[src/rtl/sap1_pkg.sv]
// rtl/sap1_pkg.sv - shared state, opcode, bus and ALU encodings for the SAP-1 sequencer
package sap1_pkg;

  typedef enum logic [2:0] {
    S_IDLE, S_T1, S_T2, S_T3, S_T4, S_T5, S_T6, S_HALT
  } state_t;

  localparam logic [3:0] OP_LDA = 4'b0000;
  localparam logic [3:0] OP_DIV = 4'b0100;
  localparam logic [3:0] OP_OUT = 4'b1110;
  localparam logic [3:0] OP_HLT = 4'b1111;

  localparam logic [2:0] BUS_NONE = 3'd0;
  localparam logic [2:0] BUS_PC   = 3'd1;
  localparam logic [2:0] BUS_RAM  = 3'd2;
  localparam logic [2:0] BUS_IR   = 3'd3;
  localparam logic [2:0] BUS_ACC  = 3'd4;
  localparam logic [2:0] BUS_ALU  = 3'd5;

  localparam logic [2:0] ALU_HOLD = 3'b000;
  localparam logic [2:0] ALU_ADD  = 3'b001;
  localparam logic [2:0] ALU_SUB  = 3'b010;
  localparam logic [2:0] ALU_MUL  = 3'b011;
  localparam logic [2:0] ALU_DIV  = 3'b100;
  localparam logic [2:0] ALU_AND  = 3'b101;
  localparam logic [2:0] ALU_OR   = 3'b110;
  localparam logic [2:0] ALU_XOR  = 3'b111;

  // Opcodes 0001..0111 carry their ALU operation directly in the low three bits.
  function automatic logic is_alu_op(input logic [3:0] op);
    return (op[3] == 1'b0) && (op[2:0] != 3'b000);
  endfunction

endpackage

[src/rtl/sap1_ring_counter.sv]
// rtl/sap1_ring_counter.sv - IDLE/T1..T6/HALT timing-state register for the SAP-1 sequencer
module sap1_ring_counter
  import sap1_pkg::*;
(
  input  logic   clk,
  input  logic   rst,
  input  logic   run,
  input  logic   halt_req,
  output state_t state
);

  state_t next;

  always_ff @(posedge clk or posedge rst) begin
    if (rst) state <= S_IDLE;
    else     state <= next;
  end

  // halt_req is only meaningful in T4 (HLT) and T6 (divide by zero).
  always_comb begin
    next = state;
    case (state)
      S_IDLE:  if (run) next = S_T1;
      S_T1:    next = S_T2;
      S_T2:    next = S_T3;
      S_T3:    next = S_T4;
      S_T4:    next = halt_req ? S_HALT : S_T5;
      S_T5:    next = S_T6;
      S_T6:    next = halt_req ? S_HALT : S_T1;
      S_HALT:  next = S_HALT;
      default: next = S_IDLE;
    endcase
  end

endmodule

[src/rtl/sap1_control_sequencer.sv]
// rtl/sap1_control_sequencer.sv - SAP-1 control sequencer: timing states decoded into datapath strobes
module sap1_control_sequencer
  import sap1_pkg::*;
(
  input  logic       clk,
  input  logic       rst,
  input  logic       run,
  input  logic [3:0] ir_opcode,
  input  logic       b_zero,
  output logic       pc_inc,
  output logic       mar_load,
  output logic       ir_load,
  output logic       acc_load,
  output logic       b_load,
  output logic       out_load,
  output logic [2:0] bus_sel,
  output logic [2:0] alu_ctrl,
  output logic       halted,
  output logic       err_div0
);

  state_t state;
  logic   alu_op;
  logic   div_fault;
  logic   halt_req;

  assign alu_op    = is_alu_op(ir_opcode);
  assign div_fault = (state == S_T6) && (ir_opcode == OP_DIV) && b_zero;
  assign halt_req  = ((state == S_T4) && (ir_opcode == OP_HLT)) || div_fault;
  assign halted    = (state == S_HALT);

  sap1_ring_counter u_ring (
    .clk      (clk),
    .rst      (rst),
    .run      (run),
    .halt_req (halt_req),
    .state    (state)
  );

  always_ff @(posedge clk or posedge rst) begin
    if (rst)            err_div0 <= 1'b0;
    else if (div_fault) err_div0 <= 1'b1;
  end

  // Strobes depend only on registered state and the opcode, never on run.
  always_comb begin
    pc_inc   = 1'b0;
    mar_load = 1'b0;
    ir_load  = 1'b0;
    acc_load = 1'b0;
    b_load   = 1'b0;
    out_load = 1'b0;
    bus_sel  = BUS_NONE;
    alu_ctrl = ALU_HOLD;
    case (state)
      S_T1: begin bus_sel = BUS_PC;  mar_load = 1'b1; end
      S_T2: pc_inc = 1'b1;
      S_T3: begin bus_sel = BUS_RAM; ir_load = 1'b1; end
      S_T4: begin
        if (ir_opcode == OP_LDA || alu_op) begin
          bus_sel  = BUS_IR;
          mar_load = 1'b1;
        end else if (ir_opcode == OP_OUT) begin
          bus_sel  = BUS_ACC;
          out_load = 1'b1;
        end
      end
      S_T5: begin
        if (ir_opcode == OP_LDA) begin
          bus_sel  = BUS_RAM;
          acc_load = 1'b1;
        end else if (alu_op) begin
          bus_sel = BUS_RAM;
          b_load  = 1'b1;
        end
      end
      S_T6: begin
        if (alu_op && !div_fault) begin
          bus_sel  = BUS_ALU;
          acc_load = 1'b1;
          alu_ctrl = ir_opcode[2:0];
        end
      end
      default: ;
    endcase
  end

endmodule

[config.mk]
export PLATFORM = sky130hd
export DESIGN_NAME = sap1_control_sequencer
export DESIGN_NICKNAME = d
export VERILOG_FILES = /design/src/rtl/sap1_pkg.sv /design/src/rtl/sap1_ring_counter.sv /design/src/rtl/sap1_control_sequencer.sv
export SDC_FILE = /design/constraint.sdc
export NUM_CORES = 1
export LEC_CHECK = 0
export ABC_AREA = 1
export CORE_AREA = 2 2 39 41
export DETAILED_ROUTE_END_ITERATION = 10
export DIE_AREA = 0 0 41 43
export PLACE_DENSITY = 0.68
export SLEW_MARGIN = 10
export SYNTH_ARGS = -nofsm -noshare
export SYNTH_HDL_FRONTEND = slang
export SYNTH_SLANG_ARGS = --single-unit
[constraint.sdc]
create_clock -name clk -period 1.2 [get_ports clk]
set_input_delay 0.18 -clock clk [delete_from_list [all_inputs] [get_ports clk]]
set_output_delay 0.18 -clock clk [all_outputs]
set_load 0.02 [all_outputs]
==> flow_summary.json <==
{
  "max_freq_mhz": 650.0,
  "path_cells": "inv_2 > nand2_2 > nor2_4 > nand2_4 > o21ai_2 > buf_6",
  "layout_commonest_cell": "buf_4",
  "critical_path.startpoint": "u_ring.state[1]",
  "setup.worst_path.start_class": "flip-flop",
  "end_kind": "output port",
  "finalClockSkew_ps": 0.4209,
  "setup_violations": 16,
  "clockBufferDepth": 2,
  "synth_fp_nets": 74,
  "final_util_pct": 70.98,
  "insertion_delay_ps": 230,
  "fillCellCount": 119,
  "grt_setup_unrepaired": "true",
  "dp.cells": 117,
  "cts_sinks": 4,
  "outcome": "finished with violations",
  "dp_hpwl_um": 954.8,
  "period_share_pct": 128.2,
  "fin_ws_ps": -338.6,
  "via_count": 602,
  "port-buffer-count": 21,
  "track_usage_pct": 20.81,
  "ios": 22,
  "dieWidth_um": 41,
  "yosysTopAreaCell": "dfrtp_1",
  "drtPass1Iterations": 2,
  "cts_tree": "yes",
  "leakagePower_uw": 0.0005154,
  "drc": 0,
  "critPathMaxFanout": 3,
  "gp_congestion": 0.8133,
  "chipHeight_um": 43,
  "cts_root_buffer": "clkbuf_4",
  "ff2ff_setup_slack_ps": -30,
  "core_um2": 1384,
  "irDropWorstVdd_v": 0.001389,
  "r2r_cells": 7,
  "layout_common_cells": "19 x buf_4, 17 x buf_6, 9 x nand2_1, 9 x inv_1, 8 x nor2_4",
  "cts_buffers": 3,
  "routedWlPerCell_um": 13.12,
  "slowest_stage": "dfrtp_1",
  "worstPathArrival_ps": 1360,
  "grt_pass1_vias": 592,
  "worst_pin_slew_ps": 234.7,
  "worstReg2RegStart": "u_ring.state[2]",
  "crit_family": "flip-flops",
  "period_needed_ps": 1539,
  "syn_avg_cell_area_um2": 6.029,
  "totalWireLength_um": 1693,
  "synth_cell_type_count": 15,
  "via_per_inst": 4.667,
  "yosys_warnings": 0,
  "hold_class": "primary input to asynchronous set/reset pin",
  "htreeDepth": 1,
  "synthTopCellsByArea": "dfrtp_1 25%, nand2_1 16%, inv_1 11%, nor2_1 9.4%, nand3_1 8.8%",
  "fp.dieArea_um2": 1763,
  "slew_headroom_pct": 84.36,
  "ys_ff_latch": 4,
  "globalRouteOverflowTotal": 0,
  "path_class": "flip-flop to output port",
  "synth_cells": 66,
  "pre_cts_slack_ps": -770.4,
  "cp.required_ps": 1020,
  "drt-initial-drc-count": 4,
  "yosysSeqAreaShare_pct": 25.16,
  "finalHoldViolations": 0,
  "grt_pass1_wl_um": 2421,
  "r2r_end": "u_ring.state[0]",
  "synth_top_area_share_pct": 25.16,
  "max_stage_delay_ps": 410,
  "start_util_pct": 28.75,
  "final_antenna_net_count": 0,
  "instances_no_fill": 129,
  "crit_buf_inv": 2,
  "seqCellArea_um2": 101.3,
  "num_rows": 14,
  "cp.depth": 6,
  "syn_to_final_growth_pct": 146.9,
  "antenna_found_initial": 0,
  "ctsHoldBuffers": 0,
  "critPathCapture": "acc_load",
  "violations": "negative setup slack",
  "drv_cap": 0,
  "grt_max_degree": 7,
  "cts.clk_slew.worst_paths_ps": 40,
  "pwr_density_cell_nw_per_um2": 2407,
  "diodes": 0,
  "slew_viol_final": 0,
  "multi_input_area_um2": 377.9,
  "final_nets": 123,
  "drive_gt1_share_pct": 68.14,
  "synth_area_um2": 397.9
}
-- state kept, by name (all words and copies together), names as in the netlist --
signal and cells:
u_ring.state 3, err_div0 1
-- final cells by class --
cell class | count | share of cell area [%]
clock buffers | 3 | 2.293
inverters | 14 | 5.350
multi-input cells | 48 | 38.47
flip-flops and latches | 4 | 10.32
well taps | 16 | 2.038
repair buffers | 44 | 41.53
-- synthesized netlist by cell type --
library cell and count:
nand2_1 17, inv_1 12, nor2_1 10, nand3_1 7, dfrtp_1 4, nor2_2 3
a21oi_1 2, inv_2 2, nor2_4 2, o21ai_0 2, nand2_2 1, nand4_4 1
o21ai_1 1, o21ai_2 1, or2_1 1
-- what timing repair did --
action | 4_1_cts | 5_1_grt
endpoints found under the setup margin | 16 | 15
gates resized for setup | 102 | 21
pin swaps | 7 | 10
buffers inserted | 5 | 4
-- worst min path at each step --
| stage | end | slack (ps) | cells after the start |
|---|---|---|---|
| after floorplan | err_div0 | -50 | 1 |
| after global placement | u_ring.state[0] | 370 | 2 |
| after detailed placement | u_ring.state[0] | 370 | 2 |
| after CTS | err_div0 | 120 | 2 |
| after global routing | u_ring.state[1] | 160 | 2 |
| final | u_ring.state[1] | 130 | 2 |
-- power by group --
part	total (µW)	internal [µW]	switching [µW]
Clock	163	112	51.1
Sequential	299	207	91.4
Combinational	1900	930	974
-- metal layers --
layer / GRT usage (%) / part of all wire (%) / vias up
met5: 0 / 0 / -
met4: 15.33 / 1.4 / 0
met3: 3.665 / 4.3 / 2
met2: 34.69 / 60 / 19
met1: 21.31 / 34 / 284
li1: - / - / 297
-- through the flow --
step | instance area [µm²] | power [µW] | hold slack, ps | TNS, ps
2_1_floorplan | 410.4 | 898.8 | -53.92 | -141.2
3_3_place_gp | 745.7 | 1469 | 365.5 | -8418
3_5_place_dp | 745.7 | 1487 | 367.7 | -8734
4_1_cts | 875.8 | 2004 | 117.3 | -2949
5_1_grt | 982.2 | 2500 | 161.5 | -4700
6_report | 982.2 | 2364 | 126.0 | -3756
-- kinds of logic (layout without fill, tap and decap cells) --
logic type             after synthesis  count (layout)  share of synthesized area [%]
AOI/OAI and AO/OA                    6               6                          8.490
buffers and inverters               14              61                          13.21
DFF                                  4               4                          25.16
and+or+nand+nor                     42              42                          53.15
Power figures use the tool's default switching activity.
